$ cat config.mk
export PLATFORM = sky130hd
export DESIGN_NAME = exe_stage
export DESIGN_NICKNAME = d
export VERILOG_FILES = /design/src/rtl/exe_stage.sv
export SDC_FILE = /design/constraint.sdc
export NUM_CORES = 1
export LEC_CHECK = 0
export CORE_MARGIN = 5
export CORE_UTILIZATION = 33
export CTS_CLUSTER_SIZE = 40
export DETAILED_ROUTE_END_ITERATION = 8
export PLACE_DENSITY = 0.51
export SYNTH_ARGS = -nofsm -noshare
export SYNTH_HDL_FRONTEND = slang
export SYNTH_SLANG_ARGS = --single-unit
$ cat constraint.sdc
create_clock -name clk -period 7.3 [get_ports clk]
set_clock_uncertainty 0.15 [all_clocks]
set_input_delay 0.73 -clock clk [delete_from_list [all_inputs] [get_ports clk]]
set_output_delay 0.73 -clock clk [all_outputs]
set_load 0.05 [all_outputs]
$ cat src/rtl/exe_stage.sv
// Execute stage: ID/EXE pipeline register, operand forwarding, ALU, branch-target
// adder and a bit-serial shift-add multiplier that stalls the front end while busy.
module exe_stage #(
  parameter int MUL_CYCLES = 32
) (
  input  logic        clk,
  input  logic        rst_n,
  input  logic        id_wreg,
  input  logic        id_m2reg,
  input  logic        id_wmem,
  input  logic        id_branch,
  input  logic [3:0]  id_aluc,
  input  logic        id_aluimm,
  input  logic        id_shift,
  input  logic [4:0]  id_sa,
  input  logic [31:0] id_qa,
  input  logic [31:0] id_qb,
  input  logic [31:0] id_imm,
  input  logic [31:0] id_pc,
  input  logic [4:0]  id_destR,
  input  logic [1:0]  id_fwdA,
  input  logic [1:0]  id_fwdB,
  input  logic [31:0] fwd_mem,
  input  logic [31:0] fwd_wb,
  input  logic        flush,
  input  logic [3:0]  ID_ins_type,
  input  logic [3:0]  ID_ins_number,
  output logic        ex_stall,
  output logic        ex_wreg,
  output logic        ex_m2reg,
  output logic        ex_wmem,
  output logic        ex_branch,
  output logic [31:0] ex_aluR,
  output logic [31:0] ex_inB,
  output logic [4:0]  ex_destR,
  output logic [31:0] ex_pc,
  output logic        ex_zero,
  output logic [3:0]  EXE_ins_type,
  output logic [3:0]  EXE_ins_number
);

  localparam int CW = (MUL_CYCLES > 1) ? $clog2(MUL_CYCLES) : 1;
  localparam logic [CW-1:0] CNT_LAST = CW'(MUL_CYCLES - 1);
  localparam logic [3:0] OP_MUL = 4'b1000;

  typedef struct packed {
    logic        wreg;
    logic        m2reg;
    logic        wmem;
    logic        branch;
    logic [3:0]  aluc;
    logic        aluimm;
    logic        shift;
    logic [4:0]  sa;
    logic [31:0] qa;
    logic [31:0] qb;
    logic [31:0] imm;
    logic [31:0] pc;
    logic [4:0]  destR;
    logic [1:0]  fwdA;
    logic [1:0]  fwdB;
    logic [3:0]  ins_type;
    logic [3:0]  ins_number;
  } idex_t;

  typedef enum logic [1:0] {
    S_IDLE = 2'd0,
    S_BUSY = 2'd1,
    S_DONE = 2'd2
  } mul_state_e;

  idex_t          idex_q, idex_d;
  mul_state_e     state_q;
  logic [CW-1:0]  cnt_q;
  logic [31:0]    mul_a_q, mul_b_q, prod_q;
  logic [31:0]    fwd_a_s, fwd_b_s, op_a_s, op_b_s, alu_s;
  logic           is_mul_s;

  function automatic logic [31:0] fwd_sel(input logic [1:0] sel, input logic [31:0] reg_v,
                                          input logic [31:0] mem_v, input logic [31:0] wb_v);
    case (sel)
      2'b01:   fwd_sel = mem_v;
      2'b10:   fwd_sel = wb_v;
      default: fwd_sel = reg_v;
    endcase
  endfunction

  assign fwd_a_s  = fwd_sel(idex_q.fwdA, idex_q.qa, fwd_mem, fwd_wb);
  assign fwd_b_s  = fwd_sel(idex_q.fwdB, idex_q.qb, fwd_mem, fwd_wb);
  assign op_a_s   = idex_q.shift  ? {27'd0, idex_q.sa} : fwd_a_s;
  assign op_b_s   = idex_q.aluimm ? idex_q.imm : fwd_b_s;
  assign is_mul_s = (idex_q.aluc == OP_MUL);

  // Stall covers the first EX cycle of a MUL plus every iteration cycle
  assign ex_stall = ((state_q == S_IDLE) && is_mul_s && !flush) || (state_q == S_BUSY);

  // ALU result select
  always_comb begin
    alu_s = op_a_s + op_b_s;
    case (idex_q.aluc)
      4'b0000: alu_s = op_a_s + op_b_s;
      4'b0001: alu_s = op_a_s - op_b_s;
      4'b0010: alu_s = op_a_s & op_b_s;
      4'b0011: alu_s = op_a_s | op_b_s;
      4'b0100: alu_s = op_a_s ^ op_b_s;
      4'b0101: alu_s = op_b_s << op_a_s[4:0];
      4'b0110: alu_s = op_b_s >> op_a_s[4:0];
      4'b0111: alu_s = $unsigned($signed(op_b_s) >>> op_a_s[4:0]);
      4'b1001: alu_s = {op_b_s[15:0], 16'd0};
      4'b1000: alu_s = prod_q;
      default: alu_s = op_a_s + op_b_s;
    endcase
  end

  // ID/EXE next state: flush beats stall beats load
  always_comb begin
    idex_d = idex_q;
    if (flush) begin
      idex_d = '0;
    end else if (ex_stall) begin
      idex_d = idex_q;
    end else begin
      idex_d.wreg       = id_wreg;
      idex_d.m2reg      = id_m2reg;
      idex_d.wmem       = id_wmem;
      idex_d.branch     = id_branch;
      idex_d.aluc       = id_aluc;
      idex_d.aluimm     = id_aluimm;
      idex_d.shift      = id_shift;
      idex_d.sa         = id_sa;
      idex_d.qa         = id_qa;
      idex_d.qb         = id_qb;
      idex_d.imm        = id_imm;
      idex_d.pc         = id_pc;
      idex_d.destR      = id_destR;
      idex_d.fwdA       = id_fwdA;
      idex_d.fwdB       = id_fwdB;
      idex_d.ins_type   = ID_ins_type;
      idex_d.ins_number = ID_ins_number;
    end
  end

  // ID/EXE pipeline register
  always_ff @(posedge clk or negedge rst_n) begin
    if (!rst_n) idex_q <= '0;
    else        idex_q <= idex_d;
  end

  // Multiplier FSM with datapath
  always_ff @(posedge clk or negedge rst_n) begin
    if (!rst_n) begin
      state_q <= S_IDLE;
      cnt_q   <= '0;
      mul_a_q <= 32'd0;
      mul_b_q <= 32'd0;
      prod_q  <= 32'd0;
    end else if (flush) begin
      state_q <= S_IDLE;
      cnt_q   <= '0;
      prod_q  <= 32'd0;
    end else begin
      case (state_q)
        S_IDLE: begin
          if (is_mul_s) begin
            state_q <= S_BUSY;
            mul_a_q <= op_a_s;
            mul_b_q <= op_b_s;
            prod_q  <= 32'd0;
            cnt_q   <= '0;
          end
        end
        S_BUSY: begin
          if (mul_b_q[0]) prod_q <= prod_q + mul_a_q;
          mul_a_q <= {mul_a_q[30:0], 1'b0};
          mul_b_q <= {1'b0, mul_b_q[31:1]};
          cnt_q   <= cnt_q + CW'(1);
          if (cnt_q == CNT_LAST) state_q <= S_DONE;
        end
        S_DONE:  state_q <= S_IDLE;
        default: state_q <= S_IDLE;
      endcase
    end
  end

  // While stalled, MEM sees a bubble so no spurious writes occur
  assign ex_wreg        = idex_q.wreg   & ~ex_stall;
  assign ex_m2reg       = idex_q.m2reg  & ~ex_stall;
  assign ex_wmem        = idex_q.wmem   & ~ex_stall;
  assign ex_branch      = idex_q.branch & ~ex_stall;
  assign EXE_ins_type   = ex_stall ? 4'd0 : idex_q.ins_type;
  assign EXE_ins_number = ex_stall ? 4'd0 : idex_q.ins_number;
  assign ex_aluR        = alu_s;
  assign ex_zero        = (alu_s == 32'd0);
  assign ex_inB         = fwd_b_s;
  assign ex_destR       = idex_q.destR;
  assign ex_pc          = idex_q.pc + {idex_q.imm[29:0], 2'b00};

endmodule

==> results of run 1 <==
final cells by class:
type                            instances  area (um2)
Clock inverter                         13       121.4
Timing Repair Buffer                  625        5777
Multi-Input combinational cell       2189       16270
Inverter                               98       370.4
Sequential cell                       263        6585
Fill cell                            7163       40140
Antenna cell                            7       17.52
Tap cell                              950        1189
Clock buffer                           44       894.6
cell usage in the layout (no fill, tap or decap), drive strengths merged, types with 9 or more instances in the layout:
cell           count
a211o             13
a211oi            26
a21o              30
a21oi            178
a221oi            29
a22o             194
a22oi             51
a31oi             21
and2              25
and3              20
buf              306
clkbuf            44
clkdlybuf4s50    318
clkinv             9
dfrtp            263
ha               163
inv               99
mux2              14
mux2i            184
nand2            221
nand2b            74
nand3             39
nand4             12
nor2             224
nor2b             22
nor3              42
nor4               9
o2111ai           13
o211ai            29
o21a              57
o21ai            198
o221ai            39
o22ai             17
o31ai             15
or2                9
or3               13
xnor2             72
xor2              28
cells in the mapped netlist (30+ instances only):
library cell,number,area share [%]
a21o_1,30,0.95
a21oi_1,177,3.7
a22o_1,194,7.2
a22oi_1,50,1.6
buf_2,39,0.82
clkbuf_1,112,1.8
dfrtp_1,263,28
ha_1,163,8.6
inv_1,70,1.1
mux2i_1,178,7.5
nand2_1,221,3.5
nand2b_1,74,2.0
nand3_1,38,0.80
nor2_1,224,3.5
nor3_1,42,0.89
o21a_1,57,1.8
o21ai_0,193,4.1
xnor2_1,72,2.7
layer usage:
layer	track usage, %	wire length, um	vias to the layer above
met5	0	108	-
met4	14.15	7070	18
met3	6.510	9701	253
met2	54.11	61180	1126
met1	40.26	52380	12380
li1	-	-	11200
worst max-delay path: cells and delay by family (launching register included):
kind	cells	cell delay, ns
buf+inv	2	0.25
flops	1	0.41
fa+ha+maj	2	0.55
simple gates	8	2.29
compound gates	11	2.11
xor+xnor	2	0.30
stage by stage:
| step | hold slack (ns) | util (%) | area (um2) | instances | setup WS, ns |
|---|---|---|---|---|---|
| after global placement | 0.3146 | 41.86 | 29870 | 4114 | -0.4885 |
| after detailed placement | 0.3201 | 41.86 | 29870 | 4114 | -0.4930 |
| after global routing | 0.3547 | 43.74 | 31210 | 4185 | -0.2691 |
| after CTS | 0.3339 | 43.57 | 31090 | 4177 | 0.01372 |
| final | 0.3312 | 43.75 | 31220 | 4189 | -0.09921 |
| after floorplan | 0.2844 | - | 23740 | 2746 | 0.003081 |
sequential cells by signal (all words and copies together), names as in the netlist:
register / cells
cnt_q: 5
mul_b_q: 32
state_q: 2
prod_q: 32
idex_q: 155
mul_a_q: 32
ex_destR: 5
cell families (layout without fill, tap and decap cells):
logic type,after synthesis,after routing,share of synthesized area [%]
buffers and inverters,294,780,5.339
and+or+nand+nor,731,731,14.57
adders and majority gates,166,166,8.862
AOI/OAI and AO/OA,993,993,30.98
muxes,199,199,8.777
DFF,263,263,27.78
other,0,7,0
xor gates and xnor gates,100,100,3.697
final timing paths:
path / startpoint / endpoint / depth (start not counted)
worst max register to register: mul_a_q[0] / prod_q[28] / 15
worst min-delay path: mul_b_q[7] / mul_b_q[7] / 2
max in group asynchronous: rst_n / idex_q[151] / 3
worst max-delay path: idex_q[8] / ex_zero / 25
worst min register to register: mul_b_q[7] / mul_b_q[7] / 2
min in group asynchronous: rst_n / mul_a_q[3] / 2
power groups by stage:
stage | combinational (mW) | clock (mW) | sequential [mW]
floorplan | 3.55 | 0 | 1.80
global placement | 6.22 | 0 | 1.89
detailed placement | 6.21 | 0 | 1.89
CTS | 6.28 | 1.61 | 1.87
global route | 6.69 | 1.66 | 1.90
finish | 6.39 | 1.58 | 1.87
what timing repair did:
action,CTS,global route
hold endpoints to repair,20,0
hold buffers,1,0
gates cloned,0,0
pin swaps,26,19
setup endpoints to repair,3,2
setup buffers,6,5
gates resized for setup,31,17
==> flow_metrics.tcl, run 1 <==
set metrics [dict create \
    synth_edf_count 0 \
    synth_ff_type "dfrtp_1" \
    path_class "reg -> out" \
    path_max_fanout 8 \
    intPower_mw 4.932 \
    netlist_instances 2746 \
    slew_violations 0 \
    worstSetupEndpointType "primary output" \
    hold_violations 0 \
    worstMarginPinSlew_ns 1.262 \
    drive_gt1_share_pct 15.90 \
    grt_first_pass_wirelength_mm 184.8 \
    track_usage_pct 32.21 \
    post-route-min-period_ns 7.399 \
    cap_violations 0 \
    grt_pass1_vias 25000 \
    drt-total-wl_mm 130.4 \
    synth_cell_types 95 \
    required_ns 6.42 \
    outcome "finished, violations left" \
    post_drt_wl_per_cell_um 31.14 \
    ys_seq_area_share_pct 27.78 \
    antenna_found_initial 20 \
    final_nets 3601 \
    grt_overflow 0 \
    core_area_um2 71360 \
    cts_sinks 263 \
    syn_area_per_cell_um2 8.628 \
    area_delta_synth_final_pct 31.80 \
    place.gp.congestion 1.007 \
    root_buffer "clkbuf_16" \
    p_per_area_nw_per_um2 315.2 \
    power.net_switching_mw 4.909 \
    final-setup-viol-count 1 \
    io_pins 342 \
    power_leakage_nw 13.87 \
    setup-tns-final_ns -0.09921 \
    rsz0062_at_grt "true" \
    max_stage_delay_ns 0.51 \
    r2r_slack_ns 2.62 \
    async_flop_share_pct 100.0 \
    maxSlewHeadroom_pct 15.20 \
    clkTransAtPathRegs_ns 0.06 \
    num_rows 98 \
    yosysWarningCount 0 \
    initial_utilization_pct 33.20 \
    ctsLongestPathBuffers 3 \
    failed_checks "setup timing" \
    die_h_um 277.9 \
    crit_slowest_cell "or4b_4" \
    syn_area_um2 23690 \
    die_w_um 277.9 \
    min_period_over_period_pct 101.4 \
    numCtsBuffers 31 \
    grt_max_degree 161 \
    syn_nets 3139 \
    ir_worst_vdd_v 0.0002473 \
    synth-seq-cells 263 \
    vias_per_cell 5.963 \
    cp.arrival_ns 6.52 \
    comb_power_share_pct 65.0 \
    postRouteAntennaNets 0 \
    hpwl_mm 106.1 \
    htree_levels 1 \
    postLayoutSetupSlackWorst_ns -0.09921 \
    cts_tree "done" \
    worstHoldPathType "reg -> reg" \
    drtIter0Drc 2443 \
    p_sw_share_pct 49.88 \
    port_buffers 341 \
    start_kind "register" \
    clk_latency_ns 0.59 \
    power_mw 9.842 \
    fmax_mhz 135.2 \
    clockPowerShare_pct 16.0 \
    num_vias 24980 \
    dr.pass1.iters 6 \
    p_seq_share_pct 19.0 \
    cp_common_cell "a31oi_4" \
    dieArea_um2 77250 \
    drc 0 \
]
Power figures use the tool's default switching activity.
==> run 2, diff against run 1 <==
- PLACE_DENSITY: 0.51 -> 0.53
- clock period: 7.3 -> 6 ns (I/O delays scaled with it)
==> flow_metrics.tcl, run 2 (synthesis results as in run 1) <==
set metrics [dict create \
    core_area_um2 71360 \
    final_nets 3932 \
    drc 0 \
    r2r_slack_ns 0.94 \
    fmax_mhz 139.3 \
    outcome "finished, violations left" \
    drt-total-wl_mm 133.4 \
    final_cell_mix "buf_4, clkdlybuf4s50_1, dfrtp_1" \
    power_mw 13.75 \
    htree_levels 1 \
    drive_gt1_share_pct 26.77 \
    track_usage_pct 32.85 \
    final_cells 4521 \
    maxSlewHeadroom_pct 31.28 \
    failed_checks "setup timing" \
    cp.arrival_ns 6.43 \
    cts_sinks 263 \
    p_per_area_nw_per_um2 393.1 \
    r2r_end "prod_q[28]" \
    route.met3.wl_mm 9.008 \
    initial_utilization_pct 33.20 \
    regMostFlops "idex_q" \
    die_w_um 277.9 \
    max_stage_delay_ns 0.42 \
    ir_worst_vdd_v 0.0003437 \
    rsz0062_at_grt "true" \
    required_ns 5.25 \
    num_vias 26310 \
    path_max_fanout 7 \
    min_period_over_period_pct 119.7 \
    hold_start "mul_b_q[14]" \
    worstHoldPathType "reg -> reg" \
    cts_tree "done" \
    die_h_um 277.9 \
    fill_cells 6778 \
    place_inst 4398 \
    dr.pass1.iters 6 \
    dieArea_um2 77250 \
    largest_register_ffs 155 \
    num_rows 98 \
    grt_max_degree 121 \
    start_kind "register" \
    area_delta_synth_final_pct 47.69 \
    worstSetupEndpointType "primary output" \
    final_common_cell "buf_4" \
    post-place-ws_ns -1.272 \
    power_leakage_nw 15.92 \
    grt_pass1_vias 26450 \
    r2r-start "mul_a_q[0]" \
    hold_violations 0 \
    setup-tns-final_ns -9.133 \
    grt_overflow 0 \
    hpwl_mm 109.7 \
    port_buffers 341 \
    postRouteAntennaNets 0 \
    hold_path_depth 2 \
    postLayoutSetupSlackWorst_ns -1.181 \
    hold_end "mul_b_q[14]" \
    place.gp.congestion 1.043 \
    root_buffer "clkbuf_16" \
    path_class "reg -> out" \
    worstMarginPinSlew_ns 1.027 \
    clk_latency_ns 0.60 \
    post-route-min-period_ns 7.181 \
    antenna_found_initial 18 \
    wl_met1_mm 53.95 \
    io_pins 342 \
    wl_met2_mm 62.39 \
    post_drt_wl_per_cell_um 29.51 \
    ctsLongestPathBuffers 3 \
    drtIter0Drc 2318 \
    numCtsBuffers 31 \
    vias_per_cell 5.819 \
    clkTransAtPathRegs_ns 0.07 \
    slew_violations 0 \
    grt_first_pass_wirelength_mm 189.6 \
    final-setup-viol-count 18 \
    cap_violations 0 \
    crit_slowest_cell "dfrtp_1" \
    routed.top_layer "met5" \
    r2r_cells 14 \
]
## run 2: layout make-up
type	instances	area (um2)	area share, %
diodes	7	17.52	0.05006
clock buffers	35	820.8	2.346
clock inverters	23	405.4	1.159
inverters	98	370.4	1.058
multi-input cells	2189	16980	48.54
flip-flops and latches	263	6585	18.82
well taps	950	1189	3.397
repair buffers	956	8620	24.63
## run 2: critical path: cells and delay by family, from the launching register on
| family | cells | cell delay (ns) |
|---|---|---|
| AOI/OAI and AO/OA | 11 | 2.19 |
| adders and majority gates | 2 | 0.50 |
| buffers and inverters | 4 | 0.54 |
| and+or+nand+nor | 7 | 1.86 |
| DFF | 1 | 0.42 |
| xor gates and xnor gates | 1 | 0.27 |
## run 2: timing repair
action	4_1_cts	5_1_grt
endpoints found under the hold margin	82	0
setup buffers	49	21
hold buffers	1	0
pin swaps	57	60
resized for setup	108	108
setup endpoints to repair	24	29
## run 2: worst max path at each step
stage,start,to,slack [ns],cells past startpoint
6_report,idex_q[8],ex_zero,-1.18,25
5_1_grt,idex_q[8],ex_zero,-1.33,25
4_1_cts,idex_q[8],ex_zero,-1.14,26
3_5_place_dp,fwd_wb[3],ex_zero,-1.27,25
3_3_place_gp,fwd_wb[3],ex_zero,-1.22,25
2_1_floorplan,idex_q[8],ex_zero,-0.83,26
## run 2: layer usage
| layer | vias up | track usage (%) |
|---|---|---|
| li1 | 11890 | - |
| met1 | 12930 | 41.31 |
| met2 | 1177 | 55.14 |
| met3 | 299 | 5.780 |
| met4 | 18 | 15.23 |
| met5 | - | 0 |
## run 2: power by group
group          switching (mW)  internal [mW]
Clock                   0.855           1.42
Sequential              0.228           2.04
Combinational            5.37           3.84
Total                    6.45           7.30
## run 2: through the flow
step           hold WS (ns)  area, um2  util, %
2_1_floorplan        0.1544      23830        -
3_3_place_gp         0.3128      32210    45.13
3_5_place_dp         0.3210      32210    45.13
4_1_cts              0.3361      34340    48.12
5_1_grt              0.3577      34980    49.02
6_report             0.3313      34990    49.03
==> run 3, diff against run 2 <==
- CELL_PAD_IN_SITES_DETAIL_PLACEMENT: not set -> 0
- CELL_PAD_IN_SITES_GLOBAL_PLACEMENT: not set -> 2
- CORE_UTILIZATION: 33 -> 31
- PLACE_DENSITY: 0.53 -> 0.77
==> flow_metrics.tcl, run 3 (synthesis results as in run 1) <==
set metrics [dict create \
    failed_checks "setup timing" \
    post_drt_wl_per_cell_um 29.25 \
    port_buffers 341 \
    worstHoldPathType "reg -> reg" \
    worstSetupEndpointType "primary output" \
    track_usage_pct 31.15 \
    maxSlewHeadroom_pct 31.26 \
    path_class "reg -> out" \
    antenna_found_initial 10 \
    fill_cells 7415 \
    ir_worst_vdd_v 0.0001955 \
    p_per_area_nw_per_um2 391.7 \
    r2r_cells 15 \
    cts_tree "done" \
    cts_sinks 263 \
    vias_per_cell 5.711 \
    io_pins 342 \
    final-setup-viol-count 12 \
    rsz0062_at_grt "true" \
    drt-total-wl_mm 132.6 \
    dr.pass1.iters 7 \
    outcome "finished, violations left" \
    htree_levels 2 \
    grt_max_degree 152 \
    place.gp.congestion 1.037 \
    fmax_mhz 143.2 \
    hpwl_mm 109.6 \
    hold_path_depth 2 \
    die_w_um 286.5 \
    grt_pass1_vias 26420 \
    start_kind "register" \
    final_cell_mix "buf_4, clkdlybuf4s50_1, dfrtp_1" \
    power_leakage_nw 15.74 \
    numCtsBuffers 35 \
    num_rows 101 \
    post-route-util_pct 45.52 \
    final_nets 3921 \
    area_delta_synth_final_pct 45.68 \
    place_inst 4431 \
    clkTransAtPathRegs_ns 0.06 \
    cp.arrival_ns 6.23 \
    final_common_cell "buf_4" \
    slew_violations 0 \
    path_max_fanout 8 \
    postRouteAntennaNets 0 \
    required_ns 5.25 \
    dieArea_um2 82050 \
    post-route-min-period_ns 6.982 \
    initial_utilization_pct 31.25 \
    worstMarginPinSlew_ns 1.029 \
    grt_first_pass_wirelength_mm 188.7 \
    die_h_um 286.5 \
    min_period_over_period_pct 116.4 \
    drtIter0Drc 2140 \
    clk_latency_ns 0.56 \
    grt_overflow 0 \
    hold_violations 0 \
    num_vias 25890 \
    regMostFlops "idex_q" \
    drive_gt1_share_pct 25.46 \
    cap_violations 0 \
    final_cells 4533 \
    core_area_um2 75820 \
    root_buffer "clkbuf_16" \
    postLayoutSetupSlackWorst_ns -0.9818 \
    drc 0 \
    ctsLongestPathBuffers 3 \
    largest_register_ffs 155 \
]
==> run 3: changes by cell type in the layout (fill, tap and decap cells not counted), moves of 5 or more <==
| cell | change |
|---|---|
| buf_6 | -18 |
| bufinv_16 | -7 |
| clkbuf_1 | +5 |
| ha_4 | -5 |
| ha_1 | +6 |
| buf_12 | +5 |
| o221ai_2 | +5 |
| xnor2_2 | -7 |
| clkbuf_16 | +5 |
| xnor2_1 | +8 |
==> run 3: path summary, 6_finish.rpt <==
path	startpoint	endpoint	slack [ns]
max	idex_q[8]	ex_zero	-0.98
min	mul_b_q[9]	mul_b_q[9]	0.33
max reg2reg	mul_a_q[0]	prod_q[28]	1.38
min reg2reg	mul_b_q[9]	mul_b_q[9]	0.33
max in group asynchronous	rst_n	idex_q[151]	3.83
min in group asynchronous	rst_n	prod_q[2]	0.45
==> run 3: cell type report <==
class | instances | area [um2] | area share [%]
well taps | 978 | 1224 | 3.545
inverters | 98 | 370.4 | 1.073
clock buffers | 49 | 1020 | 2.955
repair buffers | 941 | 8474 | 24.55
diodes | 4 | 10.01 | 0.02900
multi-input cells | 2189 | 16640 | 48.22
flip-flops and latches | 263 | 6586 | 19.08
clock inverters | 11 | 187.7 | 0.5438
==> run 3: stage by stage <==
| stage | setup TNS [ns] | hold slack, ns | area [um2] | setup WS (ns) | total power, mW |
|---|---|---|---|---|---|
| 5_1_grt | -6.709 | 0.3560 | 34510 | -1.199 | 14.12 |
| 4_1_cts | -4.737 | 0.3339 | 34040 | -0.9846 | 13.29 |
| 3_3_place_gp | -3.012 | 0.3115 | 32370 | -1.026 | 10.81 |
| 2_1_floorplan | -0.8272 | 0.1544 | 23830 | -0.8272 | 6.540 |
| 6_report | -3.974 | 0.3292 | 34510 | -0.9818 | 13.52 |
| 3_5_place_dp | -4.033 | 0.3216 | 32370 | -1.164 | 10.86 |
==> run 3: worst max-delay path: stages (launching register included) <==
cell      delay (ns)
dfrtp_1         0.42
inv_2           0.10
ha_4            0.24
or2_4           0.32
buf_12          0.15
buf_4           0.16
o221ai_4        0.16
nand4_1         0.22
buf_4           0.21
nor4_4          0.19
buf_4           0.18
a21oi_1         0.09
xnor2_1         0.13
ha_1            0.33
nand3_1         0.11
nand2_1         0.06
a211o_1         0.28
a31o_2          0.26
a31oi_4         0.18
o21ai_2         0.10
or4b_4          0.51
a31oi_4         0.16
xnor2_2         0.15
a21oi_4         0.08
or3_4           0.37
nor4_4          0.33
buf_12          0.18
==> run 3: per-layer routing <==
layer / wire length [um] / global-route usage (%) / part of all wire (%)
met1: 55310 / 39.82 / 42
met2: 61320 / 51.41 / 46
met3: 8292 / 5.218 / 6.3
met4: 7595 / 14.66 / 5.7
met5: 64 / 0 / 0.048
==> run 3: report_power, final <==
group          switching, mW  internal [mW]  total [mW]
Sequential             0.225           2.04        2.27
Clock                  0.873           1.33        2.20
Combinational           5.24           3.81        9.05
==> run 3: timing repair <==
item / 4_1_cts / 5_1_grt
gates cloned: 0 / 0
setup endpoints to repair: 17 / 25
hold buffers: 1 / 0
pin swaps: 34 / 58
gates resized for setup: 57 / 85
setup buffers: 25 / 27
endpoints found under the hold margin: 66 / 0
